### config.mk
export PLATFORM = sky130hd
export DESIGN_NAME = ht_sched
export DESIGN_NICKNAME = d
export VERILOG_FILES = /design/src/rtl/ht_pkg.sv /design/src/rtl/ht_sched_buf.sv /design/src/rtl/ht_sched.sv
export SDC_FILE = /design/constraint.sdc
export NUM_CORES = 1
export LEC_CHECK = 0
export CAP_MARGIN = 20
export CELL_PAD_IN_SITES_DETAIL_PLACEMENT = 0
export CELL_PAD_IN_SITES_GLOBAL_PLACEMENT = 1
export CORE_MARGIN = 2
export CORE_UTILIZATION = 43
export CTS_CLUSTER_SIZE = 16
export DETAILED_ROUTE_END_ITERATION = 8
export GPL_ROUTABILITY_DRIVEN = 0
export HOLD_SLACK_MARGIN = 0.12
export PLACE_DENSITY = 0.83
export RECOVER_POWER = 50
export SLEW_MARGIN = 15
export SYNTH_ARGS = -nofsm -noshare
export SYNTH_HDL_FRONTEND = slang
export SYNTH_SLANG_ARGS = --single-unit
export TNS_END_PERCENT = 1
### constraint.sdc
create_clock -name clk -period 3.2 [get_ports clk]
set_input_delay 0.64 -clock clk [delete_from_list [all_inputs] [get_ports clk]]
set_output_delay 0.64 -clock clk [all_outputs]
set_load 0.1 [all_outputs]
### src/rtl/ht_pkg.sv
// ht_pkg: shared types and defaults for the ht_sched frame scheduler.
//   - ht_state_e    : controller states (load, run, wait, drain)
//   - HT_DEF_*      : default element width, frame length and wait timeout
//   - HT_FRAME_CNT_W: width of the completed-frame counter
//   - HT_WAIT_CNT_W : width of the optional WAIT-cycle counter
package ht_pkg;

    localparam int unsigned HT_DEF_WIDTH   = 4;
    localparam int unsigned HT_DEF_INDEX   = 8;
    localparam int unsigned HT_DEF_TIMEOUT = 64;
    localparam int unsigned HT_FRAME_CNT_W = 16;
    localparam int unsigned HT_WAIT_CNT_W  = 16;

    typedef enum logic [1:0] {
        StLoad,
        StRun,
        StWait,
        StDrain
    } ht_state_e;

endpackage

### src/rtl/ht_sched_buf.sv
// ht_sched_buf: INDEX x WIDTH register array used for both the input frame and the
// result frame of ht_sched.
// Ports:
//   clk, rst_n : clock, asynchronous active-low reset (clears every element)
//   wr_en      : write wr_data into element wr_idx
//   wr_idx     : element index for the single-element write
//   wr_data    : single-element write data
//   ld_en      : load all elements at once from ld_data (takes priority over wr_en)
//   ld_data    : flat parallel load data, element 0 in the low WIDTH bits
//   rd_data    : flat parallel read of the whole array, element 0 in the low bits
module ht_sched_buf
    import ht_pkg::*;
#(
    parameter int unsigned WIDTH       = HT_DEF_WIDTH,
    parameter int unsigned INDEX       = HT_DEF_INDEX,
    parameter int unsigned INDEX_WIDTH = $clog2(INDEX)
) (
    input  logic                   clk,
    input  logic                   rst_n,
    input  logic                   wr_en,
    input  logic [INDEX_WIDTH-1:0] wr_idx,
    input  logic [WIDTH-1:0]       wr_data,
    input  logic                   ld_en,
    input  logic [INDEX*WIDTH-1:0] ld_data,
    output logic [INDEX*WIDTH-1:0] rd_data
);

    logic [INDEX-1:0][WIDTH-1:0] mem_q;

    always_ff @(posedge clk or negedge rst_n) begin
        if (!rst_n) begin
            mem_q <= '0;
        end else if (ld_en) begin
            mem_q <= ld_data;
        end else if (wr_en) begin
            mem_q[wr_idx] <= wr_data;
        end
    end

    assign rd_data = mem_q;

endmodule

### src/rtl/ht_sched.sv
// ht_sched: collects INDEX serial elements into a frame, kicks an external transform
// datapath with a one-cycle ht_start, waits for ht_over, captures the result frame and
// streams it back out serially with out_last on the final element.
// Ports:
//   clk, rst_n                       : clock, asynchronous active-low reset
//   in_valid, in_data, in_ready      : serial element input handshake
//   out_valid, out_data, out_last,
//   out_ready                        : serial result output handshake
//   ht_start, ht_indata              : datapath kick pulse and parallel input frame
//   ht_outdata, ht_over              : datapath parallel result and completion flag
//   busy                             : a frame is partially loaded or in flight
//   err                              : one-cycle pulse when the datapath times out
//   frame_cnt                        : number of fully drained frames (wraps)
// Build option: define HT_TIMEOUT_EN to abandon a frame after TIMEOUT WAIT cycles
// without ht_over; otherwise WAIT holds indefinitely and err is constant 0.
module ht_sched
    import ht_pkg::*;
#(
    parameter int unsigned WIDTH       = HT_DEF_WIDTH,
    parameter int unsigned INDEX       = HT_DEF_INDEX,
    parameter int unsigned INDEX_WIDTH = $clog2(INDEX),
    parameter int unsigned TIMEOUT     = HT_DEF_TIMEOUT
) (
    input  logic                      clk,
    input  logic                      rst_n,
    input  logic                      in_valid,
    input  logic [WIDTH-1:0]          in_data,
    output logic                      in_ready,
    output logic                      out_valid,
    output logic [WIDTH-1:0]          out_data,
    output logic                      out_last,
    input  logic                      out_ready,
    output logic                      ht_start,
    output logic [INDEX*WIDTH-1:0]    ht_indata,
    input  logic [INDEX*WIDTH-1:0]    ht_outdata,
    input  logic                      ht_over,
    output logic                      busy,
    output logic                      err,
    output logic [HT_FRAME_CNT_W-1:0] frame_cnt
);

    localparam logic [INDEX_WIDTH-1:0] LAST_IDX = INDEX_WIDTH'(INDEX - 1);

    ht_state_e                 state_q, state_d;
    logic [INDEX_WIDTH-1:0]    wr_idx_q, wr_idx_d;
    logic [INDEX_WIDTH-1:0]    rd_idx_q, rd_idx_d;
    logic [HT_FRAME_CNT_W-1:0] frame_cnt_q, frame_cnt_d;
    logic                      ht_start_q, ht_start_d;
    logic                      out_valid_q, out_valid_d;
    logic                      out_last_q, out_last_d;

    logic                      in_fire;
    logic                      out_fire;
    logic                      in_wr;
    logic                      res_ld;
    logic                      timeout_hit;
    logic [INDEX*WIDTH-1:0]    res_flat;
    logic [INDEX-1:0][WIDTH-1:0] res_arr;

    // Gated by rst_n so the input side reads as not-ready while reset is held.
    assign in_ready = rst_n && (state_q == StLoad);
    assign in_fire  = in_valid && in_ready;
    assign out_fire = out_valid_q && out_ready;

    // ------------------------------------------------------------------------
    // Optional WAIT timeout
    // ------------------------------------------------------------------------
`ifdef HT_TIMEOUT_EN
    localparam logic [HT_WAIT_CNT_W-1:0] WAIT_LIMIT = HT_WAIT_CNT_W'(TIMEOUT - 1);

    logic [HT_WAIT_CNT_W-1:0] wait_cnt_q, wait_cnt_d;
    logic                     err_q, err_d;

    // Counter sits at zero outside WAIT, so it always starts from zero on entry.
    always_comb begin
        wait_cnt_d = '0;
        if (state_q == StWait) begin
            wait_cnt_d = wait_cnt_q + 1'b1;
        end
    end

    assign timeout_hit = (state_q == StWait) && (wait_cnt_q == WAIT_LIMIT);
    // ht_over in the limit cycle wins over the timeout.
    assign err_d       = timeout_hit && !ht_over;

    always_ff @(posedge clk or negedge rst_n) begin
        if (!rst_n) begin
            wait_cnt_q <= '0;
            err_q      <= 1'b0;
        end else begin
            wait_cnt_q <= wait_cnt_d;
            err_q      <= err_d;
        end
    end

    assign err = err_q;
`else
    assign timeout_hit = 1'b0;
    assign err         = 1'b0;
`endif

    // ------------------------------------------------------------------------
    // Controller
    // ------------------------------------------------------------------------
    always_comb begin
        state_d     = state_q;
        wr_idx_d    = wr_idx_q;
        rd_idx_d    = rd_idx_q;
        frame_cnt_d = frame_cnt_q;
        in_wr       = 1'b0;
        res_ld      = 1'b0;

        unique case (state_q)
            StLoad: begin
                if (in_fire) begin
                    in_wr = 1'b1;
                    if (wr_idx_q == LAST_IDX) begin
                        wr_idx_d = '0;
                        state_d  = StRun;
                    end else begin
                        wr_idx_d = wr_idx_q + 1'b1;
                    end
                end
            end
            StRun: begin
                state_d = StWait;
            end
            StWait: begin
                if (ht_over) begin
                    res_ld  = 1'b1;
                    state_d = StDrain;
                end else if (timeout_hit) begin
                    state_d = StLoad;
                end
            end
            StDrain: begin
                if (out_fire) begin
                    if (rd_idx_q == LAST_IDX) begin
                        rd_idx_d    = '0;
                        frame_cnt_d = frame_cnt_q + 1'b1;
                        state_d     = StLoad;
                    end else begin
                        rd_idx_d = rd_idx_q + 1'b1;
                    end
                end
            end
            default: begin
                state_d = StLoad;
            end
        endcase

        // Registered outputs are computed from next state so they line up with it.
        ht_start_d  = (state_d == StRun);
        out_valid_d = (state_d == StDrain);
        out_last_d  = (state_d == StDrain) && (rd_idx_d == LAST_IDX);
    end

    always_ff @(posedge clk or negedge rst_n) begin
        if (!rst_n) begin
            state_q     <= StLoad;
            wr_idx_q    <= '0;
            rd_idx_q    <= '0;
            frame_cnt_q <= '0;
            ht_start_q  <= 1'b0;
            out_valid_q <= 1'b0;
            out_last_q  <= 1'b0;
        end else begin
            state_q     <= state_d;
            wr_idx_q    <= wr_idx_d;
            rd_idx_q    <= rd_idx_d;
            frame_cnt_q <= frame_cnt_d;
            ht_start_q  <= ht_start_d;
            out_valid_q <= out_valid_d;
            out_last_q  <= out_last_d;
        end
    end

    // ------------------------------------------------------------------------
    // Frame buffers
    // ------------------------------------------------------------------------
    // Only written in LOAD, so ht_indata is stable through RUN and WAIT.
    ht_sched_buf #(
        .WIDTH       (WIDTH),
        .INDEX       (INDEX),
        .INDEX_WIDTH (INDEX_WIDTH)
    ) u_in_buf (
        .clk     (clk),
        .rst_n   (rst_n),
        .wr_en   (in_wr),
        .wr_idx  (wr_idx_q),
        .wr_data (in_data),
        .ld_en   (1'b0),
        .ld_data ('0),
        .rd_data (ht_indata)
    );

    ht_sched_buf #(
        .WIDTH       (WIDTH),
        .INDEX       (INDEX),
        .INDEX_WIDTH (INDEX_WIDTH)
    ) u_res_buf (
        .clk     (clk),
        .rst_n   (rst_n),
        .wr_en   (1'b0),
        .wr_idx  ('0),
        .wr_data ('0),
        .ld_en   (res_ld),
        .ld_data (ht_outdata),
        .rd_data (res_flat)
    );

    assign res_arr = res_flat;

    // ------------------------------------------------------------------------
    // Outputs
    // ------------------------------------------------------------------------
    assign out_data  = out_valid_q ? res_arr[rd_idx_q] : '0;
    assign out_valid = out_valid_q;
    assign out_last  = out_last_q;
    assign ht_start  = ht_start_q;
    assign busy      = (state_q != StLoad) || (wr_idx_q != '0);
    assign frame_cnt = frame_cnt_q;

endmodule
## Word level (Yosys, flattened, before mapping)

Cells that the tools add are included.

- Reductions and logical operators: 11
- Order comparisons: 3
- Shift operators: 0
- Div/mod/pow operators: 0
- Add/subtract/negate cells: 3
- Equal/unequal tests: 8
- Bitwise logic cells: 0
- Mux-type cells: 20
- Multipliers: 0

Operators by type and width:

| operator | number |
|---|---|
| 32-bit bitwise mux | 1 |
| 16-bit by 1-bit adder with 16-bit output, second input constant | 1 |
| 4-bit binary-select mux with 3-bit select | 1 |
| 4-bit demux with 3-bit select | 1 |
| 3-bit two-way mux | 4 |
| 4-bit two-way mux | 3 |
| 2-bit two-way mux | 5 |
| 3-bit == test, second input constant | 3 |
| 3-bit by 4-bit less-than comparator with 1-bit output, second input constant | 2 |
| 2-bit one-hot mux with 4 select lines | 1 |
| 3-bit by 1-bit adder with 3-bit output, second input constant | 2 |
| 2-bit == test, second input constant | 3 |
| 1-bit logical AND | 5 |
| 2-bit by 1-bit == test with 1-bit output, second input constant | 2 |
| 1-bit two-way mux | 4 |
| 3-bit by 1-bit greater-or-equal comparator with 1-bit output, second input constant | 1 |
| 3-bit AND reduction | 1 |
| 3-bit nonzero test | 1 |
| 2-bit logical NOT | 1 |
| 2-bit AND reduction | 1 |
| 2-bit nonzero test | 1 |
| 1-bit logical OR | 1 |

- Output and inout port bits: 58
- Memories kept: 0
- Latch bits: 0
- Bits in read-only memories: 0
- Word-level logic and storage cells: 68
- RAM bits: 0
- Register bits: 91
- Input bits: 41

## Logic depth before layout (Yosys ltp)

- Depth in word-level cells: 7
- Gate-level depth with buffers: 6
- Mapped depth without buffers: 6

## By module

From an unflattened synthesis, not the netlist that was laid out.

- Cells, all modules: 437
- Area, all modules: 4653.2 um2

Modules (own cells, without submodules):

| module | seq. area each (um2) | area an instance (um2) | cells an instance | instances |
|---|---|---|---|---|
| ht_sched_buf | 800.8 | 1572.8 | 154 | 2 |
| ht_sched | 675.6 | 1507.7 | 129 | 1 |

## Least setup slack after synthesis

No wires, ideal clock.

- Path type: register to output
- From: register out_valid_q (netlist: out_valid)
- To: output out_data[0]
- Stages on the path, launching flop included: 3
- Path buffers: 0
- Data required time: 2.560 ns
- Data arrival time: 2.452 ns
- Setup slack: 0.108 ns
- Cell sequence: dfrtp_1 > inv_1 > nor2_1

- Word-level cells in the longest chain between the ends: 1

RTL lines:

| what | RTL line | source |
|---|---|---|
| from (decl) | ht_sched.sv:49 | `logic out_valid_q, out_valid_d;` |
| from (signal assigned) | ht_sched.sv:173 | `out_valid_q <= out_valid_d;` |
| 4-bit two-way mux | ht_sched.sv:217 | `assign out_data = out_valid_q ? res_arr[rd_idx_q] : '0;` |
| to (decl) | ht_sched.sv:30 | `output logic [WIDTH-1:0] out_data,` |

Every way passes these cells.

## Final worst setup path

- From: register rd_idx_q[0]
- To: output out_data[1]

- Word-level cells in the longest chain between the ends: 3

RTL lines:

| what | RTL line | source |
|---|---|---|
| from (decl) | ht_sched.sv:46 | `logic [INDEX_WIDTH-1:0] rd_idx_q, rd_idx_d;` |
| from (signal assigned) | ht_sched.sv:170 | `rd_idx_q <= rd_idx_d;` |
| 4-bit binary-select mux with 3-bit select | ht_sched.sv:217 |  |
| 4-bit two-way mux (implied by the code) | ht_sched.sv:217 |  |
| 4-bit two-way mux | ht_sched.sv:217 |  |

Every way passes these cells. The select of a mux whose other input is x is not followed.

==> results.txt <==
----------------------------------------------------
[Logic synthesis]
  Mean Syn Cell Area ... 14.3 µm²
  Share of Yosys cell area claimed by the top area cell type ... 57.1%
  Seq/Total Area, Yosys ... 57.1%
  Post-Synthesis Net Count ... 325
  Share of async-settable or async-resettable flops after synthesis ... 100%
  Count of warnings emitted by yosys ... 0
  Cells taking the most area after synthesis ... sky130_fd_sc_hd__dfrtp_1 (57%), sky130_fd_sc_hd__mux2_2 (19%), sky130_fd_sc_hd__mux4_2 (4.5%)
  Gate Count Post-Synth ... 278
  Number of synthesized register bits ... 91
  Top flip-flop cell by instance count after synthesis ... sky130_fd_sc_hd__dfrtp_1
  Number of synthesized flops with an enable pin ... 0
  Count of different cell masters after synthesis ... 37
  Cell accounting for the most synthesized area ... sky130_fd_sc_hd__dfrtp_1
  Commonest cells in the netlist ... sky130_fd_sc_hd__dfrtp_1 (91), sky130_fd_sc_hd__mux2_2 (67), sky130_fd_sc_hd__nor2_1 (13)
  Area of the mapped netlist ... 3990 µm²
  Count leader, synth ... sky130_fd_sc_hd__dfrtp_1

[Timing]
  Hold Vio Cnt, Final ... 0
  Pins over their slew limit ... 37
  Post-route worst hold slack ... 0.477 ns
  Setup repair after global routing missed its margin ... no
  F_max ... 0.360 GHz
  Min setup slack post-route ... 0.426 ns
  Number of setup violations in the final report ... 0
  Final worst path period need ... 2.77 ns
  Skew final ... 0.0117 ns
  Slew at the pin closest to its max-slew limit ... 1.83 ns
  Fraction of the cycle the final worst path needs ... 86.7%
  Max-Slew Margin vs Limit ... -21.9%
  Total negative setup slack ... 0 ns

[Critical path]
  Category of the worst setup path capture point ... primary output
  Kind of critical path ... reg -> out
  Element type at the critical path start ... flip-flop
  Data arrival, critical path ... 2.13 ns
  Max Fanout on Critical Path ... 12
  Data required, critical path ... 2.56 ns

[Status]
  Run status ... finished with violations
  Violated checks ... capacitance limit, slew limit

[Power]
  Worst vdd ir ... 0.484 mV
  Leakage power ... 2.37 nW
  P per Cell Area ... 804 nW/µm²

[Global route]
  Largest net degree at the start of global routing ... 57
  Initial antenna violation count ... 0
  Number of global-route vias before repair ... 2662
  GRT Resource Usage Total ... 17.6%
  First-pass GRT wire length ... 13.7 mm
  Final global-route overflow total ... 0

[Detailed routing]
  DRT Pass-1 Iters ... 4
  Average detailed-routed wire length per instance ... 16.4 µm
  Total via count after detailed routing ... 2542
  Final routed DRC violation total ... 0
  Initial detailed-routing violation count ... 90
  Antenna viol nets, final ... 0
  Sum of routed wire length over all layers ... 8.12 mm
  Number of vias per cell after detailed routing ... 5.13

[Layout]
  Nets@finish ... 427
  Non-filler instance count after layout ... 496
  Relative area change from synthesis to final layout ... 26.1%
  Count of antenna diodes in the layout ... 0
  Ratio of cells with drive above 1 in the final layout ... 35.6%
  Post-Route Utilization ... 55.2%

[Clock tree]
  Hold buffer count at CTS ... 0
  Clock transition at the registers of the reported paths ... 0.08 ns
  Buffers inserted during post-CTS setup optimization ... 0
  Clock buffer depth ... 2
  Number of clock buffers inserted by TritonCTS ... 9
  CTS H-Tree Depth ... 3
  TritonCTS clock tree ... done
  Post_cts resized ... 0
  CTS sink cnt ... 91
  CTS Root Cell ... sky130_fd_sc_hd__clkbuf_8
  Insertion delay of the later-clocked pin in the worst-skew pair ... 0.35 ns

[Place]
  HPWL Detailed ... 5.93 mm
  Dpl ws ... 0.719 ns
  Number of input and output port buffers inserted ... 97
  Placed cell count ... 480

[Flow run]
  Number of max-cap violations ... 1

[Floorplanning]
  Num ports ... 99
  Die height ... 100 µm
  Die span in x ... 100 µm
  Floorplan core area ... 9110 µm²
  Die area ... 10100 µm²
  Starting density of the core ... 43.8%
  Standard-cell row count ... 35

[Min path]
  Hold/Removal Path Class ... reg -> reg

----------------------------------------------------
==> layout by cell type (no fill, tap or decap), types with 6 or more instances in the layout <==
| cell | netlist | routed |
|---|---|---|
| sky130_fd_sc_hd__ha_1 | 6 | 6 |
| sky130_fd_sc_hd__nor2_1 | 13 | 13 |
| sky130_fd_sc_hd__nor3_1 | 7 | 7 |
| sky130_fd_sc_hd__mux2_2 | 67 | 67 |
| sky130_fd_sc_hd__nand3_1 | 6 | 6 |
| sky130_fd_sc_hd__inv_1 | 9 | 9 |
| sky130_fd_sc_hd__clkbuf_8 | 0 | 11 |
| sky130_fd_sc_hd__nand2_1 | 9 | 9 |
| sky130_fd_sc_hd__mux4_2 | 8 | 8 |
| sky130_fd_sc_hd__xnor2_1 | 6 | 6 |
| sky130_fd_sc_hd__xor2_1 | 9 | 9 |
| sky130_fd_sc_hd__dfrtp_1 | 91 | 91 |
| sky130_fd_sc_hd__buf_4 | 2 | 34 |
| sky130_fd_sc_hd__clkbuf_1 | 3 | 27 |
| sky130_fd_sc_hd__clkdlybuf4s50_1 | 0 | 38 |
==> path summary, 6_finish.rpt <==
check	start	end	slack (ns)	depth (start not counted)
setup / recovery	rd_idx_q[0]$_DFF_PN0_	out_data[1]	0.43	4
hold / removal	frame_cnt[15]$_DFFE_PN0P_	frame_cnt[15]$_DFFE_PN0P_	0.48	1
setup reg to reg	rd_idx_q[0]$_DFF_PN0_	frame_cnt[15]$_DFFE_PN0P_	0.94	5
hold reg to reg	frame_cnt[15]$_DFFE_PN0P_	frame_cnt[15]$_DFFE_PN0P_	0.48	1
max in group asynchronous	rst_n	u_res_buf.rd_data[26]$_DFFE_PN0P_	0.62	3
min in group asynchronous	rst_n	u_in_buf.rd_data[31]$_DFFE_PN0P_	1.01	2
==> report_power, final <==
part           total (mW)  internal [mW]  leakage, nW  switching (mW)
clock network       0.727          0.328       0.0997           0.399
logic                1.65          0.628         1.11            1.02
registers            1.66           1.41         1.16           0.249
==> flip-flops by register name (all words and copies together), names as in the netlist <==
name	count
out_valid	1
rd_idx_q	3
u_in_buf.rd_data	32
u_res_buf.rd_data	32
state_q	2
frame_cnt	16
wr_idx_q	3
out_last	1
ht_start	1
==> cell type report <==
cell class / instances / area [µm²]
clock inverter: 5 / 36.3
inverter: 9 / 33.8
multi-input combinational: 168 / 1620
tap: 111 / 139
timing repair buffer: 101 / 767
fill: 813 / 4080
clock buffer: 11 / 151
sequential: 91 / 2280
==> worst max-delay path: stages, from the launching register on <==
cell and delay (ns):
sky130_fd_sc_hd__dfrtp_1 0.75, sky130_fd_sc_hd__mux4_2 0.58, sky130_fd_sc_hd__mux2i_1 0.17, sky130_fd_sc_hd__nor2_1 0.06
sky130_fd_sc_hd__buf_4 0.23
==> kinds of logic after synthesis <==
family                   count (synthesis)  share of synthesized area (%)
AO/OA/AOI/OAI                            6                          0.942
XOR/XNOR                                15                           3.30
adder cells (fa/ha/maj)                  6                           1.88
buffers and inverters                   19                           2.13
flip-flops                              91                           57.1
multiplexers                            79                           24.5
other                                    1                         0.0941
AND/OR/NAND/NOR                         61                           10.1
==> per-layer routing <==
layer | share of wire, % | up-vias | GRT usage (%)
met5 | 0 | - | 0
met1 | 45 | 1280 | 23.3
met3 | 6.4 | 7 | 6.41
li1 | - | 1191 | -
met2 | 48 | 64 | 27.5
met4 | 0.91 | 0 | 4.64
==> through the flow <==
stage,power (mW),instance area (µm²)
floorplan,2.97,3990
global placement,3.33,4940
detailed placement,3.36,4940
CTS,4.11,5130
global route,4.28,5030
finish,4.04,5030
Power figures use the tool's default switching activity.
